[src/rtl/matmul_mem.sv]
// Single-port scratchpad for matmul operands/results with a registered read, a readable window
// and a one-word-per-cycle clear sequencer. Define MATMUL_MEM_BYPASS_EN for write-through reads.
module matmul_mem #(
   parameter int unsigned DATA_W     = 18,
   parameter int unsigned ADDR_W     = 5,
   parameter int unsigned DEPTH      = 32,
   parameter int unsigned READ_LIMIT = 8
) (
   input  logic              clk,
   input  logic              rst,
   input  logic [DATA_W-1:0] data_in,
   input  logic [ADDR_W-1:0] addr,
   input  logic              memWrite,
   input  logic              memRead,
   input  logic              clear,
   output logic [DATA_W-1:0] out,
   output logic              out_valid,
   output logic              busy
);

   localparam logic [ADDR_W-1:0] LAST_IDX  = ADDR_W'(DEPTH - 1);
   localparam logic [ADDR_W-1:0] RD_LIMIT  = ADDR_W'(READ_LIMIT);
   localparam logic [ADDR_W:0]   DEPTH_EXT = (ADDR_W + 1)'(DEPTH);

   typedef enum logic [0:0] {StIdle, StClear} state_e;

   state_e              state_q, state_d;
   logic [ADDR_W-1:0]   clr_cnt_q, clr_cnt_d;
   logic [DATA_W-1:0]   out_q, out_d;
   logic                out_valid_q, out_valid_d;

   logic [DATA_W-1:0]   mem [DEPTH];
   logic                mem_we;
   logic [ADDR_W-1:0]   mem_wa;
   logic [DATA_W-1:0]   mem_wd;
   logic [DATA_W-1:0]   rd_word;
   logic                in_depth;
   logic                in_window;

   assign in_depth  = ({1'b0, addr} < DEPTH_EXT);
   assign in_window = (addr <= RD_LIMIT);

`ifdef MATMUL_MEM_BYPASS_EN
   // Write-through: a same-edge write is visible to the read it accompanies.
   assign rd_word = memWrite ? data_in : mem[addr];
`else
   assign rd_word = mem[addr];
`endif

   always_comb begin
      state_d     = state_q;
      clr_cnt_d   = clr_cnt_q;
      out_d       = '0;
      out_valid_d = 1'b0;
      mem_we      = 1'b0;
      mem_wa      = addr;
      mem_wd      = data_in;
      unique case (state_q)
         StClear: begin
            mem_we    = 1'b1;
            mem_wa    = clr_cnt_q;
            mem_wd    = '0;
            clr_cnt_d = clr_cnt_q + 1'b1;
            if (clr_cnt_q == LAST_IDX) begin
               state_d = StIdle;
            end
         end
         StIdle: begin
            if (clear) begin
               state_d   = StClear;
               clr_cnt_d = '0;
            end else begin
               mem_we = memWrite && in_depth;
               if (memRead) begin
                  out_valid_d = 1'b1;
                  out_d       = in_window ? rd_word : '0;
               end
            end
         end
         default: state_d = StIdle;
      endcase
   end

   always_ff @(posedge clk or posedge rst) begin
      if (rst) begin
         state_q     <= StClear;
         clr_cnt_q   <= '0;
         out_q       <= '0;
         out_valid_q <= 1'b0;
      end else begin
         state_q     <= state_d;
         clr_cnt_q   <= clr_cnt_d;
         out_q       <= out_d;
         out_valid_q <= out_valid_d;
      end
   end

   // Array has no reset; the clear sequencer zeroes it after every reset.
   always_ff @(posedge clk) begin
      if (mem_we) begin
         mem[mem_wa] <= mem_wd;
      end
   end

   assign out       = out_q;
   assign out_valid = out_valid_q;
   assign busy      = (state_q == StClear);

endmodule

[config.mk]
export PLATFORM = sky130hd
export DESIGN_NAME = matmul_mem
export DESIGN_NICKNAME = d
export VERILOG_FILES = /design/src/rtl/matmul_mem.sv
export SDC_FILE = /design/constraint.sdc
export NUM_CORES = 1
export LEC_CHECK = 0
export ABC_AREA = 1
export CORE_MARGIN = 2
export CORE_UTILIZATION = 56
export CTS_BUF_LIST = sky130_fd_sc_hd__clkbuf_4
export DETAILED_ROUTE_END_ITERATION = 6
export PLACE_DENSITY = 0.79
export SETUP_SLACK_MARGIN = 0.5
export SLEW_MARGIN = 0
export SYNTH_ARGS = -nofsm -noshare
export SYNTH_HDL_FRONTEND = slang
export SYNTH_SLANG_ARGS = --single-unit
export TNS_END_PERCENT = 20
[constraint.sdc]
create_clock -name clk -period 3.1 [get_ports clk]
set_input_delay 0.31 -clock clk [delete_from_list [all_inputs] [get_ports clk]]
set_output_delay 0.31 -clock clk [all_outputs]
set_load 0.005 [all_outputs]
==> results.cfg <==
[detailed_routing]
drc_errors = 0
drt_pass1_iterations = 5
vias_per_cell = 5.791
wl_per_cell_um = 19.05
drt_iter0_drc = 829
drtAntennaViolNets = 0
route.vias.total = 5444
routed_wl_um = 17910

[sta]
worstMarginPinSlew_ns = 0.8486
report.final.slew_viol_count = 0
whs_ns = 0.07078
timing.fmax_mhz = 421.1
rsz0062_at_grt = false
finalHoldViolCount = 0
min_period_over_period_pct = 76.60
final.min_clock_period_ns = 2.375
relSlewSlack_pct = 43.22
tns_ns = 0
setup_viol = 0
skew_ns = 0.03398

[worst_setup_path]
required_ns = 2.79
cp_slowest_cell = dfstp_4
rr_worst_depth = 5
timing.critical_path.buf_inv = 1
cp_slowest_stage_delay_ns = 0.91
worstPathArrival_ns = 2.06
worst_setup_path_start_kind = register
end_kind = primary output
r2r-start = busy
critPathKind = reg2out
rrSetupSlack_ns = 0.78
path_max_fanout = 33
reg2reg_to = mem[3][13]
cp_top_family = flip-flops
worstPathCellList = clkdlybuf4s50_1

[die]
start_util_pct = 56.70
io-pin-count = 48
core_um2 = 13770
fp.dieH_um = 122.1
row_count = 43
die-area_um2 = 14910
chipWidth_um = 122.1

[synthesis]
syn-instance-count = 698
synth_warnings = 0
ys_seq_area_share_pct = 70.31
yosys.cell_types.count = 28
avgSynthCellArea_um2 = 11.19
yosysTopAreaCellShare_pct = 62.29
ys_ff_latch = 187
syn-cell-area_um2 = 7810
syn-num-nets = 728
yosys.area.top_type = edfxtp_1
synth_area_leaders = edfxtp_1 (62%), nand2_1 (11%), dfrtp_1 (7.7%)

[clock_network]
hold_buffers = 0
path_clk_slew_ns = 0.15
cts-root-buf = clkbuf_4
cts_tree = yes
htree_num_levels = 4
clockBufferDepth = 2
clock-sinks = 187
numCtsBuffers = 17
cts_setup_buffers = 0
clk_latency_ns = 0.59

[power_and_ir_drop]
power_density_nw_per_um2 = 661.6
p_leak_nw = 3.461
peakVddDrop_v = 0.0003348

[global_route]
grt_max_degree = 42
grt_usage_pct = 25.50
antenna_found_initial = 1
grt_first_pass_wirelength_um = 27690
grt_pass1_vias = 5225
grt-ovfl-total = 0

[hold_path]
hp-class = in2async

[placement]
place.detailed.hpwl_um = 11190
place_congestion = 0.8679
port_buffers = 47

[flow_run]
drv_cap = 0

[finish]
seq_area_um2 = 5495
nFillCells = 1049
finalNetCount = 776
multi_input_area_um2 = 1949
drive_gt1_share_pct = 11.46
syn_to_final_growth_pct = 12.21

[outcome]
status = completed
[through the flow]
stage	setup slack [ns]	utilization, %	power (mW)	instance area (um2)	std cells
after floorplan	0.7720	-	4.103	7810	698
after global placement	0.6432	61.45	4.433	8463	907
after detailed placement	0.5259	61.45	4.487	8463	907
after CTS	0.6914	63.61	5.797	8761	939
after global routing	0.6164	63.63	6.053	8763	940
final	0.7255	63.63	5.798	8763	940
[cells in the mapped netlist]
cell type,count
a21oi_1,34
a21oi_2,6
a32o_1,1
buf_1,4
buf_2,13
buf_4,7
buf_6,2
clkbuf_1,12
clkinv_1,1
dfrtp_1,24
dfstp_2,1
edfxtp_1,162
ha_1,2
inv_1,39
inv_2,5
nand2_1,222
nand2_4,1
nand3_1,73
nand3_2,4
nand4_1,2
nor2_1,42
nor2_2,11
nor2_4,2
nor3_1,2
o21ai_0,4
o21ai_2,5
o22ai_1,15
or2_2,2
[where the power goes]
group / leakage (nW) / switching (mW) / internal [mW] / total (mW)
Clock: 0.163 / 0.779 / 0.570 / 1.35
Combinational: 1.45 / 0.754 / 0.309 / 1.06
Sequential: 1.84 / 0.144 / 3.24 / 3.39
Total: 3.46 / 1.68 / 4.12 / 5.80
[cells by family after synthesis]
logic type	share of synthesized area, %
buffers and inverters	4.726
DFF	70.31
AOI/OAI and AO/OA	4.998
and+or+nand+nor	19.64
adders and majority gates	0.3204
[area by class of cell]
type                    instances  share of cell area, %
multi-input cells             428                  22.24
inverters                      45                  1.927
flip-flops and latches        187                  62.71
diodes                          1                0.02856
well taps                     180                  2.570
clock inverters                13                  1.728
repair buffers                 67                  7.167
clock buffers                  19                  1.628
[sequential cells by signal (all words and copies together) (netlist names)]
| name | flops |
|---|---|
| mem | 162 |
| busy | 1 |
| clr_cnt_q | 5 |
| out_valid | 1 |
| out | 18 |
[worst max path at each step]
stage / start / to / depth (start not counted)
global placement: busy / mem[3][1] / 5
global route: busy / mem[4][17] / 7
finish: busy / busy / 1
CTS: busy / busy / 1
floorplan: busy / mem[1][0] / 7
detailed placement: addr[1] / out[13] / 7
[timing repair]
action	in CTS	in global routing
resized for setup	1	0
endpoints found under the setup margin	1	0
hold endpoints to repair	0	0
[cell usage in the layout, fill, tap and decap left out]
master and instances:
a21oi_1 34, a21oi_2 6, a32o_1 1, buf_12 1
buf_2 1, buf_4 19, bufinv_16 3, clkbuf_4 19
clkdlybuf4s50_1 46, clkinv_1 4, clkinv_2 3, clkinv_4 4
dfrtp_1 24, dfstp_4 1, diode_2 1, edfxtp_1 162
ha_1 2, inv_1 39, inv_2 5, nand2_1 222
nand2_4 1, nand3_1 73, nand3_2 4, nand4_1 2
nor2_1 42, nor2_2 11, nor2_4 2, nor3_1 2
o21ai_0 4, o21ai_2 5, o22ai_1 15, or2_2 2
[routing by layer]
metal	vias up	global-route usage [%]	part of all wire [%]
met2	389	38.83	47
met5	-	0	0
met3	49	5.478	12
met4	0	9.483	2.5
li1	2467	-	-
met1	2539	36.55	39
Power figures use the tool's default switching activity.
